===== config.mk =====
export PLATFORM = sky130hd
export DESIGN_NAME = bus_sequencer
export DESIGN_NICKNAME = d
export VERILOG_FILES = /design/src/rtl/bus_sequencer.sv
export SDC_FILE = /design/constraint.sdc
export NUM_CORES = 1
export LEC_CHECK = 0
export ABC_AREA = 1
export CORE_MARGIN = 1
export CORE_UTILIZATION = 40
export DETAILED_ROUTE_END_ITERATION = 12
export PLACE_DENSITY = 0.67
export SYNTH_ARGS = -nofsm -noshare
export SYNTH_HDL_FRONTEND = slang
export SYNTH_SLANG_ARGS = --single-unit

===== constraint.sdc =====
create_clock -name clk -period 5.65 [get_ports clk]
set_clock_uncertainty 0.15 [all_clocks]
set_input_delay 1.13 -clock clk [delete_from_list [all_inputs] [get_ports clk]]
set_output_delay 1.13 -clock clk [all_outputs]
set_load 0.02 [all_outputs]

===== src/rtl/bus_sequencer.sv =====
// Shared SRAM bus sequencer: 16-clock bus cycle split into video (0-3), SPI (4-7) and CPU (8-15) slots.
// Optional CPU_HALT_EN lets cpu_halt hand cycles 8-11 to a second SPI slot.
module bus_sequencer #(
    parameter int unsigned CPU_WE_START = 10,
    parameter int unsigned CPU_WE_END   = 14
) (
    input  logic       clk,
    input  logic       reset,
    input  logic       cpu_we,
    input  logic       cpu_ram_en,
    input  logic       cpu_readonly,
    input  logic       video_active,
    input  logic       spi_req,
    input  logic       spi_we,
    input  logic       cpu_halt,
    output logic [3:0] cycle,
    output logic [1:0] addr_sel,
    output logic       ram_oe,
    output logic       ram_we,
    output logic       cpu_phi2,
    output logic       cpu_en,
    output logic       video_strobe,
    output logic       spi_done
);
    typedef enum logic [1:0] {IDLE, ACCESS, DONE} spi_state_t;

    localparam logic [3:0] WE_START = 4'(CPU_WE_START);
    localparam logic [3:0] WE_END   = 4'(CPU_WE_END);

    spi_state_t state, state_n;
    logic       slot2, slot2_n;
    logic       spi_wr, spi_wr_n;
    logic       halted_n;
    logic       sample2;
    logic [3:0] cycle_n, spi_end, spi_end_n;
    logic       spi_act, cpu_ok;

    logic [1:0] addr_sel_n;
    logic       ram_oe_n, ram_we_n, cpu_phi2_n, cpu_en_n, video_strobe_n, spi_done_n;

    assign cycle_n   = cycle + 4'd1;
    assign spi_end   = slot2 ? 4'd11 : 4'd7;
    assign spi_end_n = slot2_n ? 4'd11 : 4'd7;

`ifdef CPU_HALT_EN
    logic halted;

    // Halt is decided once per bus cycle, just before the CPU slot begins.
    always_comb begin
        halted_n = halted;
        if (cycle == 4'd7)
            halted_n = cpu_halt;
        else if (cycle == 4'd15)
            halted_n = 1'b0;
    end

    always_ff @(posedge clk or posedge reset) begin
        if (reset) halted <= 1'b0;
        else       halted <= halted_n;
    end

    assign sample2 = halted && (cycle == 4'd8);
`else
    logic unused_halt;
    assign unused_halt = cpu_halt;
    assign halted_n    = 1'b0;
    assign sample2     = 1'b0;
`endif

    // SPI handshake: a request is only taken from IDLE, and IDLE is re-entered
    // only after spi_req has been seen low, so one request yields one access.
    always_comb begin
        state_n  = state;
        slot2_n  = slot2;
        spi_wr_n = spi_wr;
        case (state)
            IDLE: begin
                if (spi_req && ((cycle == 4'd3) || sample2)) begin
                    state_n  = ACCESS;
                    slot2_n  = (cycle != 4'd3);
                    spi_wr_n = spi_we;
                end
            end
            ACCESS: begin
                if (cycle == spi_end)
                    state_n = spi_req ? DONE : IDLE;
            end
            DONE: begin
                if (!spi_req)
                    state_n = IDLE;
            end
            default: state_n = IDLE;
        endcase
    end

    assign spi_act = (state_n == ACCESS) && (cycle_n >= spi_end_n - 4'd3) && (cycle_n <= spi_end_n);
    assign cpu_ok  = cycle_n[3] && !halted_n;

    // Outputs are computed for the upcoming cycle and registered.
    always_comb begin
        addr_sel_n     = 2'd0;
        ram_oe_n       = 1'b0;
        ram_we_n       = 1'b0;
        cpu_phi2_n     = 1'b0;
        cpu_en_n       = 1'b0;
        video_strobe_n = 1'b0;
        spi_done_n     = 1'b0;
        if (cycle_n < 4'd4) begin
            addr_sel_n     = 2'd1;
            ram_oe_n       = video_active && (cycle_n != 4'd0);
            video_strobe_n = video_active && (cycle_n == 4'd3);
        end
        if (halted_n && cycle_n >= 4'd8 && cycle_n <= 4'd11)
            addr_sel_n = 2'd2;
        if (spi_act) begin
            addr_sel_n = 2'd2;
            if (spi_wr_n)
                ram_we_n = (cycle_n == spi_end_n - 4'd2) || (cycle_n == spi_end_n - 4'd1);
            else
                ram_oe_n = (cycle_n != spi_end_n - 4'd3);
            spi_done_n = (cycle_n == spi_end_n);
        end
        if (cpu_ok) begin
            cpu_phi2_n = 1'b1;
            cpu_en_n   = (cycle_n == 4'd15);
            if (cpu_we && cpu_ram_en && !cpu_readonly && cycle_n >= WE_START && cycle_n <= WE_END)
                ram_we_n = 1'b1;
            if (!cpu_we && cpu_ram_en && cycle_n >= 4'd9)
                ram_oe_n = 1'b1;
        end
    end

    always_ff @(posedge clk or posedge reset) begin
        if (reset) begin
            cycle        <= 4'd0;
            state        <= IDLE;
            slot2        <= 1'b0;
            spi_wr       <= 1'b0;
            addr_sel     <= 2'd0;
            ram_oe       <= 1'b0;
            ram_we       <= 1'b0;
            cpu_phi2     <= 1'b0;
            cpu_en       <= 1'b0;
            video_strobe <= 1'b0;
            spi_done     <= 1'b0;
        end else begin
            cycle        <= cycle_n;
            state        <= state_n;
            slot2        <= slot2_n;
            spi_wr       <= spi_wr_n;
            addr_sel     <= addr_sel_n;
            ram_oe       <= ram_oe_n;
            ram_we       <= ram_we_n;
            cpu_phi2     <= cpu_phi2_n;
            cpu_en       <= cpu_en_n;
            video_strobe <= video_strobe_n;
            spi_done     <= spi_done_n;
        end
    end
endmodule

==> reports/results.txt, run 1 <==
Status = complete, no violations
Final #Nets = 142
Hold_buf cts = 0
CP Data Required Time = 5.67 ns
Die footprint = 2400 um2
Flop2flop setup slack = 3.28 ns
Peak supply drop = 0.000111 V
RSZ-0062 raised after global routing = no
Peak Freq = 346 MHz
Metal1 wirelength = 839 um
Detailed Route Iter0 Violations = 4
Die Wd = 49.0 um
Final Cycle Share = 51.2%
Sw Share = 21.6%
Placer Congestion = 0.777
Filler instances = 202
TritonRoute pass-1 iters = 4
Share of the synthesized area in the top cell type = 42.6%
Starting density of the core = 43.6%
Top Registers = cycle: 3 flops, addr_sel: 2 flops, state: 2 flops
Biggest register = cycle
Combinational power share = 6.9%
Routed via count = 701
Synth top area cells = dfrtp_1, nand2_1, ha_1, inv_1, nor2_1
Vias in the first global route = 724
Synth unique cells = 21
Total GRT Usage = 17.9%
Synth Cell Area = 882 um2
Antenna Cells = 0
Post-CTS Setup Inserts = 0
Layout Area Growth over Synthesis = 27.5%
Number of synthesized register bits = 15
Layout cells sized above 1 = 15.2%
Seq/Total Area, Yosys = 42.6%
Initial antenna violation count = 0
Drt drc = 0
Internal Power = 0.142 mW
Worst slack, placed = 2.48 ns
First-pass GRT wire length = 3230 um
Net Sw Power = 0.0392 mW
Pins Over Slew Limit = 0
Final instance area = 1120 um2
Clock share of power = 33.3%
Clk root buf = clkbuf_4
Largest register FFs = 3
Yosys warnings = 0
Most common cell in the netlist = nand2_1
DP Wirelength = 1350 um
TritonCTS Buffers = 3
Via density = 4.61
Final setup vio count = 0
Reg area = 375 um2
Metal3 WL = 60 um
Final worst slack = 2.76 ns
IO Pins = 21
Clk slew on worst S/H paths = 0.08 ns
Final wirelength = 1740 um
WL met2 = 814 um
Area leader, netlist = dfrtp_1
Post-DP Area = 1100 um2
P per Cell Area = 161 nW/um2
GR Overflow Total = 0
Post-synth top cells = nand2_1, dfrtp_1, inv_1
PortBufs = 19
Largest net degree at the start of global routing = 16
Synthesized net count = 119
Final hold viol count = 0
Core area = 2020 um2
Core Rows = 16
MaxCap Viol Count = 0
Signal arrival time at the worst endpoint = 2.91 ns
Post-synthesis async set-or-reset flop share = 100%
Hold crit path type = reg -> reg
Lkg Pwr = 0.548 nW
Worst skew pair latency = 0.28 ns
Part of the power in registers = 59.8%
Max-slew headroom = 62.2%
Fin Setup TNS = 0 ns
Multi-input gate area = 435 um2
PostCTS Resize Cnt = 0
Crit path max fanout = 5
CTS Sinks = 15
Ys flop type = dfrtp_1
DR WL/cell = 11.4 um
Post-Syn Instances = 103
Crit path time final = 2.89 ns
Worst setup path class = in -> reg
Top Metal Used = met4
Startpoint types = primary input
Critical Path End Type = register
Maximum clock insertion buffer count = 2
Antenna-violating nets left = 0
Syn avg cell area = 8.56 um2
CTS tree = yes
Htree depth = 1
Die Y = 49.0 um
EDFF count, synth = 0
Worst slew pin tran = 0.566 ns
==> per-stage QoR <==
step	total power, mW	util [%]	hold WS [ns]	cells
6_report	0.181	55.6	0.421	152
4_1_cts	0.185	55.6	0.434	152
2_1_floorplan	0.116	-	0.334	103
5_1_grt	0.193	55.6	0.464	152
3_3_place_gp	0.123	54.3	0.380	148
3_5_place_dp	0.123	54.3	0.409	148
==> kinds of logic after synthesis <==
logic type / count (synthesis) / share of synthesized area [%]
fa+ha+maj: 7 / 9.93
flops: 15 / 42.6
compound gates: 4 / 3.83
simple gates: 59 / 35.6
buf+inv: 18 / 8.09
==> metal layers <==
layer	global-route usage, %	vias to the layer above
li1	-	369
met1	23.6	314
met2	28.2	14
met3	3.12	4
met4	8.33	0
met5	0	-
==> power by group through the flow <==
stage / logic [mW] / clock network [mW] / registers (mW)
after global placement: 0.0123 / 0 / 0.111
after detailed placement: 0.0126 / 0 / 0.111
after CTS: 0.0127 / 0.0640 / 0.109
after global routing: 0.0142 / 0.0704 / 0.109
final: 0.0125 / 0.0604 / 0.108
after floorplan: 0.00510 / 0 / 0.111
==> path summary, 6_finish.rpt <==
check / depth (start not counted) / from / to
min in group asynchronous: 2 / reset / ram_we$_DFF_PP0_
worst max register to register: 14 / cycle[1]$_DFF_PP0_ / ram_oe$_DFF_PP0_
worst max-delay path: 14 / spi_req / ram_oe$_DFF_PP0_
max in group asynchronous: 2 / reset / cycle[0]$_DFF_PP0_
worst min register to register: 3 / state[0]$_DFF_PP0_ / state[1]$_DFF_PP0_
worst min-delay path: 3 / state[0]$_DFF_PP0_ / state[1]$_DFF_PP0_
==> critical path: stages <==
cell and delay (ns):
clkdlybuf4s50_1 0.48, nand2_1 0.06, inv_1 0.08, nand3_2 0.11
nand2_4 0.12, inv_2 0.04, ha_1 0.31, nand3_1 0.12
nand2_1 0.09, inv_1 0.06, nand2_4 0.08, nand3_4 0.09
nand2_2 0.08, nand3_2 0.06
==> final cells by class <==
| class | instances | share of cell area (%) |
|---|---|---|
| Timing Repair Buffer | 19 | 16.9 |
| Tap cell | 27 | 3.00 |
| Clock buffer | 4 | 2.34 |
| Multi-Input combinational cell | 70 | 38.7 |
| Inverter | 17 | 5.67 |
| Sequential cell | 15 | 33.4 |
==> cells in the final DEF (no fill, tap or decap) <==
cell type	instances
a21boi_0	1
clkbuf_1	1
clkbuf_4	3
clkdlybuf4s50_1	19
dfrtp_1	15
ha_1	7
inv_1	14
inv_2	3
nand2_1	24
nand2_2	4
nand2_4	2
nand3_1	6
nand3_2	2
nand3_4	1
nand3b_1	2
nand4_1	5
nor2_1	9
nor2_2	2
nor2_4	1
nor3_1	1
o211ai_1	1
o21a_1	1
o21bai_2	1
No activity file was read; power rests on OpenSTA's default activity.
==> run 2: changes to the inputs <==
Settings changed: PLACE_DENSITY 0.67 to 0.69.
Clock period 5.65 ns to 2.39 ns, I/O delays scaled along.
==> reports/results.txt, run 2 (same netlist as run 1, synthesis figures left out) <==
Most common cell after layout, fill and taps aside = nand2_1
Clk root buf = clkbuf_4
Pins Over Slew Limit = 0
Crit path time final = 2.19 ns
CTS Sinks = 15
DP Wirelength = 1310 um
Startpoint types = primary input
Die Y = 49.0 um
PortBufs = 19
Starting density of the core = 43.6%
Most frequent cells in the layout = nand2_1, clkdlybuf4s50_1, dfrtp_1, inv_1
GR Overflow Total = 0
Flop2flop setup slack = 0.25 ns
RSZ-0062 raised after global routing = no
MaxCap Viol Count = 0
Hold_buf cts = 0
CP Data Required Time = 2.42 ns
Signal arrival time at the worst endpoint = 2.22 ns
Total GRT Usage = 17.3%
P per Cell Area = 360 nW/um2
Top Registers = cycle: 3 flops, addr_sel: 2 flops, state: 2 flops
Final wirelength = 1710 um
Fin Setup TNS = 0 ns
PostCTS Resize Cnt = 0
Final Cycle Share = 91.8%
TritonCTS Buffers = 3
Die Wd = 49.0 um
Status = complete, no violations
Final hold viol count = 0
Die footprint = 2400 um2
Largest register FFs = 3
IO Pins = 21
Peak supply drop = 0.000333 V
First-pass GRT wire length = 3170 um
Hold crit path type = in -> async
Non-filler instance count after layout = 161
Final hold slack = 0.399 ns
Vias in the first global route = 707
Placer Congestion = 0.778
Initial antenna violation count = 0
Post-CTS Setup Inserts = 0
Dpl cells = 157
Biggest register = cycle
Core area = 2020 um2
Peak Freq = 456 MHz
Detailed Route Iter0 Violations = 11
CTS tree = yes
Final #Nets = 151
Critical Path End Type = register
Layout cells sized above 1 = 21.6%
Lkg Pwr = 0.590 nW
Final setup vio count = 0
Worst skew pair latency = 0.28 ns
Antenna Cells = 0
Clk slew on worst S/H paths = 0.09 ns
DR WL/cell = 10.6 um
Max-slew headroom = 61.1%
Maximum clock insertion buffer count = 2
Drt drc = 0
Routed via count = 736
Worst setup path class = in -> reg
Core Rows = 16
Largest net degree at the start of global routing = 16
Htree depth = 1
Antenna-violating nets left = 0
Layout Area Growth over Synthesis = 35.5%
Crit path max fanout = 4
Worst slew pin tran = 0.584 ns
TritonRoute pass-1 iters = 4
Via density = 4.57
-- run 2: critical path, cell delays in order --
cell and delay (ns):
clkdlybuf4s50_1 0.48, nand2_1 0.05, inv_1 0.08, nand3_2 0.11, nand2_4 0.10, inv_2 0.04
ha_1 0.31, nand3_1 0.11, nand2_1 0.07, inv_1 0.06, nand2_4 0.08, nand3_4 0.09
nand2_2 0.08, nand3_2 0.06
-- run 2: final timing paths --
| kind | startpoint | endpoint | depth (start not counted) |
|---|---|---|---|
| max | spi_req | ram_oe$_DFF_PP0_ | 14 |
| min | reset | ram_oe$_DFF_PP0_ | 2 |
| max reg2reg | cycle[2]$_DFF_PP0_ | ram_oe$_DFF_PP0_ | 12 |
| min reg2reg | state[0]$_DFF_PP0_ | state[1]$_DFF_PP0_ | 3 |
| max in group asynchronous | reset | slot2$_DFF_PP0_ | 2 |
| min in group clk | state[0]$_DFF_PP0_ | state[1]$_DFF_PP0_ | 3 |
-- run 2: per-stage QoR --
stage	util [%]	total power, mW	instance area (um2)	setup slack [ns]
floorplan	-	0.274	882	0.161
global placement	57.7	0.290	1170	-0.0633
detailed placement	57.7	0.291	1170	-0.0973
CTS	59.0	0.438	1190	0.189
global route	59.1	0.450	1190	0.0372
finish	59.1	0.430	1190	0.197
-- run 2: metal layers --
| layer | up-vias | wire length [um] | part of all wire, % | global-route usage, % |
|---|---|---|---|---|
| li1 | 387 | - | - | - |
| met5 | - | 0 | 0 | 0 |
| met1 | 333 | 834 | 49 | 23.9 |
| met4 | 0 | 0 | 0 | 5.88 |
| met3 | 0 | 67 | 3.9 | 3.74 |
| met2 | 16 | 811 | 47 | 26.9 |
-- run 2: layout make-up --
cell class	count	area, um2
clock buffers	4	26.3
fillers	186	827
inverters	17	63.8
multi-input cells	70	438
flip-flops and latches	15	375
well taps	27	33.8
repair buffers	28	258
-- run 2: power breakdown --
| group | switching (mW) | total, mW | internal, mW |
|---|---|---|---|
| clock | 0.0803 | 0.145 | 0.0647 |
| combinational | 0.0135 | 0.0291 | 0.0155 |
| sequential | 0.000612 | 0.256 | 0.256 |
| total | 0.0944 | 0.430 | 0.336 |
==> run 3: changes to the inputs <==
Settings changed: CTS_CLUSTER_SIZE set to 20.
==> results of run 3 <==
Same layout as run 2: the final DEF is identical, and so are final timing and power.
